`src/rtl/eth_rx_pcs_lock.sv`:
```
// eth_rx_pcs_lock: 64b/66b receive block-lock FSM with self-synchronising descrambler.
//
// Hunts for block lock on the 2-bit sync headers delivered by the gearbox. A bad header
// while hunting requests a one-bit gearbox slip and holds off evaluation for SLIP_WAIT
// cycles. Once locked, lock is dropped when BAD_LIMIT invalid headers are seen within a
// 64-header window. Payload words are descrambled (1 + x^39 + x^58) on every valid beat.
// Outputs are registered and appear one cycle after the input beat. Output valids are
// gated by the lock state on that beat.
//
// Ports:
//   i_clk, i_rst_n               clock, asynchronous active-low reset
//   i_data[31:0], i_data_valid   scrambled payload beat (bit 0 first on the wire)
//   i_header[1:0], i_header_valid sync header, valid on the first beat of each block
//   o_data[31:0], o_data_valid   descrambled payload beat
//   o_header[1:0], o_header_valid registered sync header
//   o_bitslip                    one-cycle slip request to the gearbox
//   o_block_lock                 block lock status
module eth_rx_pcs_lock #(
  parameter int unsigned LOCK_COUNT = 64,
  parameter int unsigned BAD_LIMIT  = 16,
  parameter int unsigned SLIP_WAIT  = 32
) (
  input  logic        i_clk,
  input  logic        i_rst_n,
  input  logic [31:0] i_data,
  input  logic        i_data_valid,
  input  logic [1:0]  i_header,
  input  logic        i_header_valid,
  output logic [31:0] o_data,
  output logic        o_data_valid,
  output logic [1:0]  o_header,
  output logic        o_header_valid,
  output logic        o_bitslip,
  output logic        o_block_lock
);

  localparam int unsigned GW  = $clog2(LOCK_COUNT + 1);
  localparam int unsigned BW  = $clog2(BAD_LIMIT + 1);
  localparam int unsigned WW  = $clog2(SLIP_WAIT + 1);
  localparam int unsigned WIN = 64;

  localparam logic [1:0] UNLOCKED  = 2'd0;
  localparam logic [1:0] SLIP_HOLD = 2'd1;
  localparam logic [1:0] LOCKED    = 2'd2;

  logic [1:0]    state_q, state_d;
  logic [GW-1:0] good_q, good_d;
  logic [6:0]    win_q, win_d;
  logic [BW-1:0] bad_q, bad_d;
  logic [WW-1:0] wait_q, wait_d;
  logic          slip_q, slip_d;
  logic [57:0]   hist_q;
  logic [89:0]   ext;
  logic [31:0]   descr;
  logic          eval, hdr_ok, locked;

  assign locked = (state_q == LOCKED);
  assign eval   = i_data_valid & i_header_valid & (state_q != SLIP_HOLD);
  assign hdr_ok = ^i_header;  // only 01 and 10 are legal sync headers

  always_comb begin
    state_d = state_q;
    good_d  = good_q;
    win_d   = win_q;
    bad_d   = bad_q;
    wait_d  = wait_q;
    slip_d  = 1'b0;
    case (state_q)
      UNLOCKED: begin
        if (eval) begin
          if (hdr_ok) begin
            if (good_q == GW'(LOCK_COUNT - 1)) begin
              state_d = LOCKED;
              good_d  = '0;
            end else begin
              good_d = good_q + 1'b1;
            end
          end else begin
            state_d = SLIP_HOLD;
            good_d  = '0;
            wait_d  = '0;
            slip_d  = 1'b1;
          end
        end
      end
      SLIP_HOLD: begin
        if (wait_q == WW'(SLIP_WAIT - 1)) begin
          state_d = UNLOCKED;
          wait_d  = '0;
        end else begin
          wait_d = wait_q + 1'b1;
        end
      end
      LOCKED: begin
        if (eval) begin
          // Loss of lock wins over a window clear on the same header.
          if (!hdr_ok && (bad_q == BW'(BAD_LIMIT - 1))) begin
            state_d = SLIP_HOLD;
            win_d   = '0;
            bad_d   = '0;
            wait_d  = '0;
            slip_d  = 1'b1;
          end else if (win_q == 7'(WIN - 1)) begin
            win_d = '0;
            bad_d = '0;
          end else begin
            win_d = win_q + 1'b1;
            if (!hdr_ok) begin
              bad_d = bad_q + 1'b1;
            end
          end
        end
      end
      default: begin
        state_d = UNLOCKED;
        good_d  = '0;
        win_d   = '0;
        bad_d   = '0;
        wait_d  = '0;
      end
    endcase
  end

  // Previous 58 received bits sit below the new word, oldest at bit 0, so stream bit
  // n-39 of payload bit i is ext[i+19] and bit n-58 is ext[i].
  assign ext = {i_data, hist_q};

  always_comb begin
    descr = '0;
    for (int i = 0; i < 32; i++) begin
      descr[i] = ext[58+i] ^ ext[i+19] ^ ext[i];
    end
  end

  always_ff @(posedge i_clk or negedge i_rst_n) begin
    if (!i_rst_n) begin
      state_q        <= UNLOCKED;
      good_q         <= '0;
      win_q          <= '0;
      bad_q          <= '0;
      wait_q         <= '0;
      slip_q         <= 1'b0;
      hist_q         <= '0;
      o_data         <= '0;
      o_header       <= '0;
      o_data_valid   <= 1'b0;
      o_header_valid <= 1'b0;
    end else begin
      state_q        <= state_d;
      good_q         <= good_d;
      win_q          <= win_d;
      bad_q          <= bad_d;
      wait_q         <= wait_d;
      slip_q         <= slip_d;
      o_data_valid   <= i_data_valid & locked;
      o_header_valid <= i_data_valid & i_header_valid & locked;
      if (i_data_valid) begin
        hist_q   <= ext[89:32];
        o_data   <= descr;
        o_header <= i_header;
      end
    end
  end

  assign o_bitslip    = slip_q;
  assign o_block_lock = locked;

endmodule

```
`config.mk`:
```
export PLATFORM = sky130hd
export DESIGN_NAME = eth_rx_pcs_lock
export DESIGN_NICKNAME = d
export VERILOG_FILES = /design/src/rtl/eth_rx_pcs_lock.sv
export SDC_FILE = /design/constraint.sdc
export NUM_CORES = 1
export LEC_CHECK = 0
export CAP_MARGIN = 5
export CORE_ASPECT_RATIO = 1.2
export CORE_MARGIN = 10
export CORE_UTILIZATION = 55
export DETAILED_ROUTE_END_ITERATION = 10
export GPL_ROUTABILITY_DRIVEN = 1
export PLACE_DENSITY = 0.82
export SLEW_MARGIN = 0
export SYNTH_ARGS = -nofsm -noshare
export SYNTH_HDL_FRONTEND = slang
export SYNTH_SLANG_ARGS = --single-unit
```
`constraint.sdc`:
```
create_clock -name i_clk -period 2 [get_ports i_clk]
set_input_delay 0.4 -clock i_clk [delete_from_list [all_inputs] [get_ports i_clk]]
set_output_delay 0.4 -clock i_clk [all_outputs]
set_load 0.02 [all_outputs]
```
==> flow_summary.json <==
{
  "drive_gt1_frac": 0.288,
  "maxCapViolations": 0,
  "yosysWarnings": 0,
  "fin_nets": 572,
  "crit_path_max_fanout": 6,
  "syn_inst": 431,
  "ys_ff_latch": 122,
  "synth.avg_cell_area_um2": 13.1,
  "cts_tree": "built",
  "peakVddDrop_mv": 0.733,
  "wl_um": 11300,
  "synth_edf_count": 0,
  "drtPass1Iterations": 4,
  "grt_usage": 0.156,
  "n_fill_cell": 689,
  "dpl_cell_area_um2": 6590,
  "top_usage_layer": "met2",
  "netlist.area_leader.share": 0.539,
  "drt-initial-drc-count": 111,
  "antenna_found_initial": 0,
  "fin_crit_sh": 0.947,
  "dp_hpwl_um": 7890,
  "ys_types": 49,
  "synthTopCellsByArea": "dfrtp_1 54%, mux2_2 19%, xnor2_1 10%",
  "diodes": 0,
  "syn_to_final_growth_pct": 27.2,
  "path_class": "register to register",
  "grt_max_degree": 83,
  "clk_latency_ns": 0.41,
  "die_w_um": 113,
  "skew_ns": 0.00788,
  "period_needed_ns": 1.89,
  "clockBufferDepth": 2,
  "grt.overflow.total": 0,
  "port_buffers": 75,
  "drc": 0,
  "end_kind": "register",
  "startpoint_type": "register",
  "yosysSeqAreaShare": 0.539,
  "leakage_nw": 3.00,
  "synth_nets": 477,
  "initial_core_util": 0.563,
  "stdcell_area_um2": 7200,
  "arrival_ns": 2.22,
  "ios": 76,
  "slew_headroom": 0.704,
  "rows": 40,
  "core_area_um2": 10100,
  "vias": 3655,
  "hold-worst-slack_ns": 0.337,
  "cts_buffers": 17,
  "async_flop_share": 1.00,
  "cts_sinks": 122,
  "die-area_um2": 14800,
  "hold_viol": 0,
  "grt_pass1_vias": 4033,
  "synthFlopType": "dfrtp_1",
  "gp_congestion": 0.781,
  "use_met2": 0.262,
  "p_per_area_nw_per_um2": 1240,
  "layout_common_cells": "122 x dfrtp_1, 94 x mux2_2, 72 x clkdlybuf4s50_1",
  "syn_area_um2": 5660,
  "use_met3": 0.0556,
  "status": "completed",
  "finalSetupViolations": 0,
  "worstPathRequired_ns": 2.33,
  "routed_via_density": 5.50,
  "max_freq_mhz": 528,
  "final_common_cell": "dfrtp_1",
  "root_buffer": "clkbuf_16",
  "power_mw": 8.93,
  "ant_nets": 0,
  "grtUsageMet1": 0.175,
  "grt_pass1_wl_um": 19200,
  "hold_path.class": "primary input to register",
  "chipHeight_um": 131,
  "post_drt_wl_per_cell_um": 17.0,
  "worstMarginPinSlew_ns": 0.440,
  "h-tree-depth": 4,
  "yosys.area.top_type": "dfrtp_1",
  "path_clk_slew_ns": 0.06,
  "slew_violations": 0
}
[state kept, by name (all words and copies together), names as in the netlist]
register        flops
state_q             2
o_bitslip           1
wait_q              6
o_header_valid      1
o_data_valid        1
o_data             32
win_q               7
o_header            2
hist_q             58
good_q              7
bad_q               5
[routing by layer]
metal,vias to the layer above,part of all wire
li1,1715,-
met1,1816,0.41
met2,104,0.52
met3,20,0.059
met4,0,0.015
met5,-,0
[worst max-delay path: stages (launching register included)]
cell,delay [ns]
dfrtp_1,0.38
ha_2,0.21
and3_1,0.16
ha_2,0.22
inv_1,0.09
o31ai_4,0.32
and2_4,0.24
mux2i_1,0.18
[area by class of cell]
cell class	count	area, µm²	share of cell area
repair buffers	91	892	0.124
inverters	12	45.0	0.00625
multi-input cells	282	2490	0.346
flip-flops and latches	122	3050	0.424
clock buffers	18	439	0.0610
clock inverters	14	125	0.0174
well taps	126	158	0.0219
[final timing paths]
path / start / to / slack, ns / cells after the start
setup / recovery: bad_q[1] / wait_q[1] / 0.11 / 7
hold / removal: i_data_valid / o_header[1] / 0.34 / 2
setup reg to reg: bad_q[1] / wait_q[1] / 0.11 / 7
hold reg to reg: hist_q[51] / hist_q[51] / 0.50 / 1
max in group asynchronous: i_rst_n / hist_q[22] / 0.86 / 3
min in group asynchronous: i_rst_n / o_data[14] / 0.44 / 2
[report_power, final]
part	switching [mW]	internal [mW]	total, mW
clock	1.13	1.74	2.87
combinational	1.38	1.43	2.82
sequential	0.313	2.93	3.24
[Yosys cell counts, types with 3 or more instances]
| cell type | count |
|---|---|
| a32o_1 | 3 |
| mux2_2 | 94 |
| mux2i_1 | 4 |
| nand3_1 | 14 |
| nand2b_1 | 3 |
| dfrtp_1 | 122 |
| nand2_1 | 14 |
| o21ai_0 | 11 |
| xnor2_1 | 65 |
| nor2_1 | 10 |
| a22o_1 | 5 |
| and3_1 | 3 |
| inv_1 | 12 |
| ha_1 | 8 |
| clkbuf_1 | 5 |
| a21o_1 | 7 |
| nand4_1 | 3 |
| nor3_1 | 4 |
| buf_2 | 8 |
[logic make-up (layout without fill, tap and decap cells)]
logic type               Yosys count  in the layout  synth area share
multiplexers                      98             98             0.194
adder cells (fa/ha/maj)            8              8            0.0177
flip-flops                       122            122             0.539
AO/OA/AOI/OAI                     47             47            0.0656
buffers and inverters             27            135            0.0217
XOR/XNOR                          66             66             0.103
AND/OR/NAND/NOR                   63             63            0.0586
[through the flow]
stage | utilization | setup TNS (ns) | worst slack (ns) | instances
final | 0.716 | 0 | 0.106 | 665
after CTS | 0.713 | 0 | 0.00713 | 661
after global routing | 0.716 | -0.00289 | -0.00289 | 665
after detailed placement | 0.655 | -1.02 | -0.168 | 627
after floorplan | - | 0 | 0.181 | 431
after global placement | 0.655 | -0.377 | -0.0846 | 627
[what timing repair did]
| item | 4_1_cts | 5_1_grt |
|---|---|---|
| gates resized for setup | 1 | 2 |
| hold buffers | 1 | 0 |
| pin swaps | 1 | 2 |
| setup endpoints to repair | 5 | 11 |
| cloned | 0 | 0 |
| buffers inserted | 1 | 4 |
| hold endpoints to repair | 15 | 0 |
(Power assumes the default switching activity.)
